### src/rtl/periph_burst_arbiter_pkg.sv
// Shared types and defaults for the peripheral RX burst arbiter.
package periph_burst_arbiter_pkg;

  localparam int unsigned num_peripherals  = 8;
  localparam int unsigned arb_num_channels = num_peripherals;
  localparam int unsigned arb_max_burst    = 4;

  typedef enum logic [0:0] {
    ArbIdle,
    ArbBurst
  } arb_state_t;

endpackage

### src/rtl/periph_burst_arbiter_rr_pick.sv
// Round-robin finder: first set bit of req at ptr+1 .. ptr+N (mod N). Combinational.
module rr_pick #(
  parameter int unsigned N = 8,
  parameter int unsigned W = $clog2(N)
) (
  input  logic [N-1:0] req,
  input  logic [W-1:0] ptr,
  output logic         found,
  output logic [W-1:0] idx
);

  // Walk from the farthest offset to the nearest so the nearest hit wins.
  always_comb begin
    int unsigned p;
    p     = 0;
    found = 1'b0;
    idx   = '0;
    for (int unsigned i = N; i >= 1; i--) begin
      p = (32'(ptr) + i) % N;
      if (req[W'(p)]) begin
        found = 1'b1;
        idx   = W'(p);
      end
    end
  end

endmodule

### src/rtl/periph_burst_arbiter.sv
// Round-robin burst arbiter draining FWFT peripheral RX FIFOs into the outbound USB FIFO.
module periph_burst_arbiter
  import periph_burst_arbiter_pkg::*;
#(
  parameter int unsigned NUM_CHANNELS = arb_num_channels,
  parameter int unsigned WIDTH        = 32,
  parameter int unsigned MAX_BURST    = arb_max_burst,
  parameter int unsigned GRANT_W      = $clog2(NUM_CHANNELS)
) (
  input  logic                                 clk,
  input  logic                                 rst,
  input  logic [NUM_CHANNELS-1:0][WIDTH-1:0]   rx_data,
  input  logic [NUM_CHANNELS-1:0]              rx_empty,
  input  logic [NUM_CHANNELS-1:0]              rx_almost_full,
  input  logic [NUM_CHANNELS-1:0]              chan_en,
  output logic [NUM_CHANNELS-1:0]              rx_read,
  output logic [WIDTH-1:0]                     out_data,
  output logic                                 out_valid,
  input  logic                                 out_full,
  output logic [GRANT_W-1:0]                   grant,
  output logic                                 busy
);

  localparam int unsigned CntW = $clog2(MAX_BURST + 1);

  arb_state_t          state_q;
  logic [GRANT_W-1:0]  grant_q;
  logic [GRANT_W-1:0]  rr_ptr_q;
  logic [CntW-1:0]     burst_cnt_q;

  logic [NUM_CHANNELS-1:0] cand;
  logic [NUM_CHANNELS-1:0] urg;
  logic [NUM_CHANNELS-1:0] grant_oh;
  logic                    urg_found;
  logic                    cand_found;
  logic [GRANT_W-1:0]      urg_idx;
  logic [GRANT_W-1:0]      cand_idx;
  logic [GRANT_W-1:0]      pick;
  logic                    pop;
  logic                    leave;
  logic                    last_pop;

  assign cand     = ~rx_empty & chan_en;
  assign urg      = cand & rx_almost_full;
  assign grant_oh = NUM_CHANNELS'(1) << grant_q;

  rr_pick #(
    .N (NUM_CHANNELS),
    .W (GRANT_W)
  ) u_pick_urg (
    .req   (urg),
    .ptr   (rr_ptr_q),
    .found (urg_found),
    .idx   (urg_idx)
  );

  rr_pick #(
    .N (NUM_CHANNELS),
    .W (GRANT_W)
  ) u_pick_cand (
    .req   (cand),
    .ptr   (rr_ptr_q),
    .found (cand_found),
    .idx   (cand_idx)
  );

  assign pick = urg_found ? urg_idx : cand_idx;

  // Burst rules in priority order: end, preempt, stall, pop.
  always_comb begin
    pop   = 1'b0;
    leave = 1'b0;
    if (state_q == ArbBurst) begin
      if (rx_empty[grant_q] || !chan_en[grant_q]) begin
        leave = 1'b1;
      end else if (((urg & ~grant_oh) != '0) && !rx_almost_full[grant_q]) begin
        leave = 1'b1;
      end else if (!out_full) begin
        pop = 1'b1;
      end
    end
  end

  assign last_pop = pop && (burst_cnt_q == CntW'(MAX_BURST - 1));

  // Pop and write share one cycle so no word is ever half-transferred.
  assign rx_read   = pop ? grant_oh : '0;
  assign out_valid = pop;
  assign out_data  = pop ? rx_data[grant_q] : '0;
  assign grant     = grant_q;
  assign busy      = (state_q == ArbBurst);

  always_ff @(posedge clk) begin
    if (rst) begin
      state_q     <= ArbIdle;
      grant_q     <= '0;
      rr_ptr_q    <= GRANT_W'(NUM_CHANNELS - 1);
      burst_cnt_q <= '0;
    end else begin
      unique case (state_q)
        ArbIdle: begin
          if (cand_found) begin
            grant_q     <= pick;
            rr_ptr_q    <= pick;
            burst_cnt_q <= '0;
            state_q     <= ArbBurst;
          end
        end
        ArbBurst: begin
          if (leave) begin
            state_q <= ArbIdle;
          end else if (pop) begin
            burst_cnt_q <= burst_cnt_q + 1'b1;
            if (last_pop) begin
              state_q <= ArbIdle;
            end
          end
        end
        default: state_q <= ArbIdle;
      endcase
    end
  end

endmodule
### config.mk
export PLATFORM = sky130hd
export DESIGN_NAME = periph_burst_arbiter
export DESIGN_NICKNAME = d
export VERILOG_FILES = /design/src/rtl/periph_burst_arbiter_pkg.sv /design/src/rtl/periph_burst_arbiter_rr_pick.sv /design/src/rtl/periph_burst_arbiter.sv
export SDC_FILE = /design/constraint.sdc
export NUM_CORES = 1
export LEC_CHECK = 0
export CAP_MARGIN = 20
export CORE_UTILIZATION = 25
export CTS_CLUSTER_DIAMETER = 120
export DETAILED_ROUTE_END_ITERATION = 7
export PLACE_DENSITY = 0.74
export SLEW_MARGIN = 10
export SYNTH_ARGS = -nofsm -noshare
export SYNTH_HDL_FRONTEND = slang
export SYNTH_HIERARCHICAL = 1
export SYNTH_SLANG_ARGS = --single-unit
### constraint.sdc
create_clock -name clk -period 4 [get_ports clk]
set_clock_uncertainty 0.15 [all_clocks]
set_input_delay 0.8 -clock clk [delete_from_list [all_inputs] [get_ports clk]]
set_output_delay 0.8 -clock clk [all_outputs]
set_load 0.01 [all_outputs]
==> results of run 1 <==
-- cells in the mapped netlist, types with 3 or more instances --
cell type and n:
buf_1 6, buf_2 13, mux4_2 84, a221oi_1 4, nand2b_1 9, nor3b_1 3
dfxtp_1 10, nor4_1 10, a21oi_1 9, buf_6 6, o21bai_1 3, nor2_1 48
mux2_2 16, nand3b_1 5, a22o_1 3, a211oi_1 9, clkbuf_1 11, nand3_1 7
mux2i_1 41, and3b_1 4, o21ai_0 10, nand2_1 12, inv_1 15, a31oi_1 6
nor3_1 8, xor2_1 4, nor2b_1 12, ha_1 6, or2_2 4
-- cell families (layout without fill, tap and decap cells) --
family,after synthesis,count (layout)
xor gates and xnor gates,6,6
adders and majority gates,6,6
other,0,4
muxes,145,145
AOI/OAI and AO/OA,58,58
DFF,10,10
buffers and inverters,52,386
and+or+nand+nor,135,135
-- per-layer routing --
layer  global-route usage [%]  vias to the layer above
li1                         -                     2354
met1                     28.4                     2525
met2                     49.5                      253
met3                     7.24                       24
met4                     6.19                        6
met5                        0                        -
-- metrics by stage --
| step | setup WS, ns | hold WS (ns) | area [um2] | total power [uW] |
|---|---|---|---|---|
| floorplan | 0.606 | 0.316 | 4260 | 2250 |
| global placement | -0.340 | 0.331 | 7890 | 3050 |
| detailed placement | -0.420 | 0.335 | 7890 | 3060 |
| CTS | 0.000567 | 0.351 | 7970 | 3280 |
| global route | 0.00511 | 0.362 | 8060 | 3550 |
| finish | 0.0801 | 0.351 | 8060 | 3300 |
-- power by group --
group	switching, uW	internal [uW]	total [uW]
registers	84.7	137	221
clock network	45.2	133	179
logic	1380	1520	2900
total	1510	1790	3300
-- how the worst min path moves through the flow --
| stage | from | to | slack, ns | cells after the start |
|---|---|---|---|---|
| after floorplan | burst_cnt_q[1]$_SDFFE_PP0P_ | burst_cnt_q[1]$_SDFFE_PP0P_ | 0.32 | 2 |
| after global placement | burst_cnt_q[1]$_SDFFE_PP0P_ | burst_cnt_q[1]$_SDFFE_PP0P_ | 0.33 | 2 |
| after detailed placement | burst_cnt_q[1]$_SDFFE_PP0P_ | burst_cnt_q[1]$_SDFFE_PP0P_ | 0.33 | 2 |
| after CTS | burst_cnt_q[1]$_SDFFE_PP0P_ | burst_cnt_q[1]$_SDFFE_PP0P_ | 0.35 | 2 |
| after global routing | burst_cnt_q[1]$_SDFFE_PP0P_ | burst_cnt_q[1]$_SDFFE_PP0P_ | 0.36 | 2 |
| final | burst_cnt_q[1]$_SDFFE_PP0P_ | burst_cnt_q[1]$_SDFFE_PP0P_ | 0.35 | 2 |
-- cell type report --
cell class | instances | area [um2]
inverter | 16 | 60.1
sequential | 10 | 209
multi-input combinational | 350 | 3900
clock buffer | 4 | 78.8
tap | 220 | 275
fill | 1547 | 8580
antenna | 4 | 10.0
timing repair buffer | 366 | 3530
-- state kept, by name (all words and copies together), names as in the netlist --
register,cells
busy,1
grant,3
burst_cnt_q,3
rr_ptr_q,3
-- timing repair --
| item | 4_1_cts | 5_1_grt |
|---|---|---|
| pin swaps | 7 | 6 |
| cloned | 2 | 0 |
| buffers inserted | 5 | 1 |
| gates resized for setup | 171 | 27 |
| setup endpoints to repair | 41 | 41 |
-- worst reg2reg max path: cells and delay by family (launching register included) --
kind                     cells  cell delay (ns)
flip-flops                   1             0.61
buffers and inverters        1             0.10
multiplexers                 2             0.95
AND/OR/NAND/NOR              2             0.51
AO/OA/AOI/OAI                4             0.68
adder cells (fa/ha/maj)      1             0.52
==> metrics.cfg, run 1 <==
[status]
outcome=completed

[setup_path]
worst-r2r-cell-count=10
cp-end-kind=output pin
r2r_start=rr_ptr_q[0]$_SDFFE_PP1P_
cp_max_fo=15
cp-start-kind=primary input
slowest_delay_ns=0.42
setup.worst_path.end=out_data[8]
path_depth=10
critical_path_class=in2out
r2r_end=rr_ptr_q[0]$_SDFFE_PP1P_
crit_start=chan_en[7]
r2r_setup_slack_ns=0.36
arrival_ns=2.97
cp_top_family=buffers and inverters
worstPathCellList=clkdlybuf4s50_1 > nor2b_2 > a32o_1 > a2111oi_4 > buf_4 > o2111ai_4 > buf_6 > buf_16 > nor2_4 > buf_2
crit_buf_inv=5
critPathSlowestCell=clkdlybuf4s50_1
cp.required_ns=3.05

[synthesis]
synth_top_family_by_area=multiplexers
synth_top_flop_cell=dfxtp_1
netlist_instances=412
yosys.area.top_type_share_pct=44.4
ys_ff_latch=10
synth.area.top_cells=mux4_2 44%, mux2i_1 9.6%, dfxtp_1 4.7%, mux2_2 4.2%, nor2_1 4.2%
yosys.cell_types.count=52
muxShareOfSynthArea_pct=59.4
yosys.area.top_type=mux4_2
yosysSeqAreaShare_pct=4.69
synthXorXnorAreaFrac_pct=1.23
synth-async-reset-ratio_pct=0
synthSimpleGateAreaFrac_pct=16.8
synth_edf_count=0
syn_nets=701
synth_area_um2=4260
yosys_warnings=6
syn_avg_cell_area_um2=10.3
synth_compound_area_share_pct=10.0
synth_fa_ha_area_share_pct=1.76

[timing]
hold_viol_final=0
slew_violations=0
rsz0062_at_grt=false
tns_ns=0
period_share_pct=98.0
achievable-frequency_mhz=255
worst_pin_slew_ns=0.737
max-slew-margin-rel_pct=50.9
period_minus_slack_ns=3.92
setup_viol=0

[cells_and_area]
area.growth.synth_to_final_pct=89.1
drive_gt1_share_pct=29.0
nNetsFinal=1036
layoutNonFillerInstCount=970
final_core_util_pct=48.4
final_cell_mix=276 x clkdlybuf4s50_1, 84 x mux4_2, 41 x mux2i_1
final_common_cell=clkdlybuf4s50_1

[floorplan]
start_util_pct=25.6
core_area_um2=16600
die_h_um=133
ioPinCount=328
num_rows=47
die_w_um=133
dieArea_um2=17600

[global_routing]
grt_pass1_vias=5327
track_usage_pct=26.1
antenna_found_initial=7
grt_overflow=0
grt_pass1_wl_um=33500
grt_max_degree=56

[clock_network]
clk_pin_slew_ns=0.04
root_buffer=clkbuf_16
cts_buffers=3
htreeDepth=1
cts_tree=yes
clk_path_buf_depth=2
worstSkewPairLatency_ns=0.24
hold_buffers=0
clkSinkCount=10

[route]
antenna_left=0
wl_met2_um=13000
via_count=5162
dr.pass1.iters=4
post_drt_via_cell_ratio=5.32
drt_iter0_drc=291
drc=0
drt-met1-wl_um=8190
wl_per_cell_um=24.1
top_layer=met5
postRouteWirelength_um=23400
dr_wl_met3_um=1860

[placement]
dp_hpwl_um=19600
place_inst=954
io_buffers=327
gp_congestion=0.896

[power]
p_leak_uw=0.00304
peakVddDrop_uv=305
power.density_nw_per_um2=409

[worst_hold_path]
hold_class=reg2reg

[flow_run]
max_cap_violations=0

Note: power is estimated with default switching activity, not from simulation.
==> inputs of run 2 (changes only) <==
Settings changed: CORE_MARGIN set to 2.
==> metrics.cfg, run 2 (synthesized netlist as in run 1, its figures left out) <==
[clock_network]
cts_tree=yes
root_buffer=clkbuf_16
clk_path_buf_depth=2
worstSkewPairLatency_ns=0.24
clk_pin_slew_ns=0.04
cts_buffers=3
hold_buffers=0
htreeDepth=1
clkSinkCount=10

[placement]
preCtsSetupSlack_ns=-0.354
gp_congestion=0.849
place_inst=951
io_buffers=327
dp_hpwl_um=19500

[timing]
period_share_pct=97.8
max-slew-margin-rel_pct=43.0
slew_violations=0
setup_viol=0
worst_pin_slew_ns=0.855
period_minus_slack_ns=3.91
whs_ns=0.347
achievable-frequency_mhz=256
hold_viol_final=0
rsz0062_at_grt=false
setup_ws_ns=0.0864

[power]
power_frac_seq_pct=7.2
finalPower_uw=3270
combPwrFrac_pct=87.3
switchingPower_uw=1500
power.density_nw_per_um2=416
peakVddDrop_uv=223
swShare_pct=45.8
intPower_uw=1770
pwr-share-clk_pct=5.5
p_leak_uw=0.00290

[global_routing]
track_usage_pct=24.0
grt_overflow=0
grt_pass1_wl_um=32500
grt_pass1_vias=5347
grt_max_degree=68
antenna_found_initial=2

[route]
post_drt_via_cell_ratio=5.35
postRouteWirelength_um=22900
drt_iter0_drc=257
antenna_left=0
wl_per_cell_um=23.9
dr.pass1.iters=4
via_count=5136
drc=0

[cells_and_area]
final_cell_mix=286 x clkdlybuf4s50_1, 84 x mux4_2, 45 x nor2_1
final_common_cell=clkdlybuf4s50_1
area.growth.synth_to_final_pct=84.4
nNetsFinal=1028
fill_cells=1581
drive_gt1_share_pct=26.4
layoutNonFillerInstCount=960

[setup_path]
critPathSlowestCell=clkdlybuf4s50_1
cp-start-kind=primary input
cp.required_ns=3.05
critical_path_class=in2out
worstPathCellList=clkdlybuf4s50_1 > and3b_1 > a22o_1 > a2111oi_4 > buf_4 > o2111ai_4 > buf_12 > nor2_1 > buf_2
cp-end-kind=output pin
cp_max_fo=7
slowest_delay_ns=0.49
arrival_ns=2.96

[floorplan]
die_h_um=135
ioPinCount=328
die_w_um=135
start_util_pct=25.6
num_rows=47
core_area_um2=16600
dieArea_um2=18100

[status]
outcome=completed

[worst_hold_path]
hold_class=reg2reg

[flow_run]
max_cap_violations=0

[run 2: path summary, 6_finish.rpt]
kind	slack, ns	startpoint	depth (start not counted)	endpoint
min reg2reg	0.35	burst_cnt_q[1]$_SDFFE_PP0P_	2	burst_cnt_q[1]$_SDFFE_PP0P_
max	0.09	rx_empty[1]	9	out_data[17]
min	0.35	burst_cnt_q[1]$_SDFFE_PP0P_	2	burst_cnt_q[1]$_SDFFE_PP0P_
max reg2reg	0.42	rr_ptr_q[1]$_SDFFE_PP1P_	10	rr_ptr_q[0]$_SDFFE_PP1P_
[run 2: power groups by stage]
| stage | registers (uW) | clock network [uW] | logic (uW) |
|---|---|---|---|
| 2_1_floorplan | 172 | 0 | 2080 |
| 3_3_place_gp | 236 | 0 | 2810 |
| 3_5_place_dp | 240 | 0 | 2830 |
| 4_1_cts | 236 | 182 | 2830 |
| 5_1_grt | 244 | 187 | 3080 |
| 6_report | 235 | 181 | 2850 |
[run 2: worst max-delay path: cells and delay by family]
kind,cells,cell delay [ns]
AOI/OAI and AO/OA,3,0.77
buffers and inverters,4,1.05
and+or+nand+nor,2,0.33
[run 2: what timing repair did]
item,in CTS,in global routing
cloned,0,2
resized for setup,156,13
endpoints found under the setup margin,41,22
setup buffers,1,0
pin swaps,6,4
[run 2: layout make-up]
cell class | count | area (um2) | area share, %
Clock buffer | 3 | 75.1 | 0.955
Antenna cell | 2 | 5.00 | 0.0637
Inverter | 16 | 60.1 | 0.764
Tap cell | 220 | 275 | 3.50
Sequential cell | 10 | 209 | 2.66
Timing Repair Buffer | 358 | 3390 | 43.1
Clock inverter | 1 | 3.75 | 0.0477
Multi-Input combinational cell | 350 | 3840 | 48.9
[run 2: layer usage]
layer	vias up	part of all wire, %	GRT usage, %
li1	2343	-	-
met1	2564	38	28.3
met2	225	56	46.6
met3	4	5.8	4.58
met4	0	0.50	2.22
met5	-	0	0
[run 2: stage by stage]
| stage | util [%] | cell area, um2 | setup TNS [ns] |
|---|---|---|---|
| floorplan | - | 4260 | 0 |
| global placement | 47.3 | 7870 | -11.75 |
| detailed placement | 47.3 | 7870 | -12.35 |
| CTS | 47.0 | 7830 | -0.0907 |
| global route | 47.2 | 7860 | 0 |
| finish | 47.2 | 7860 | 0 |
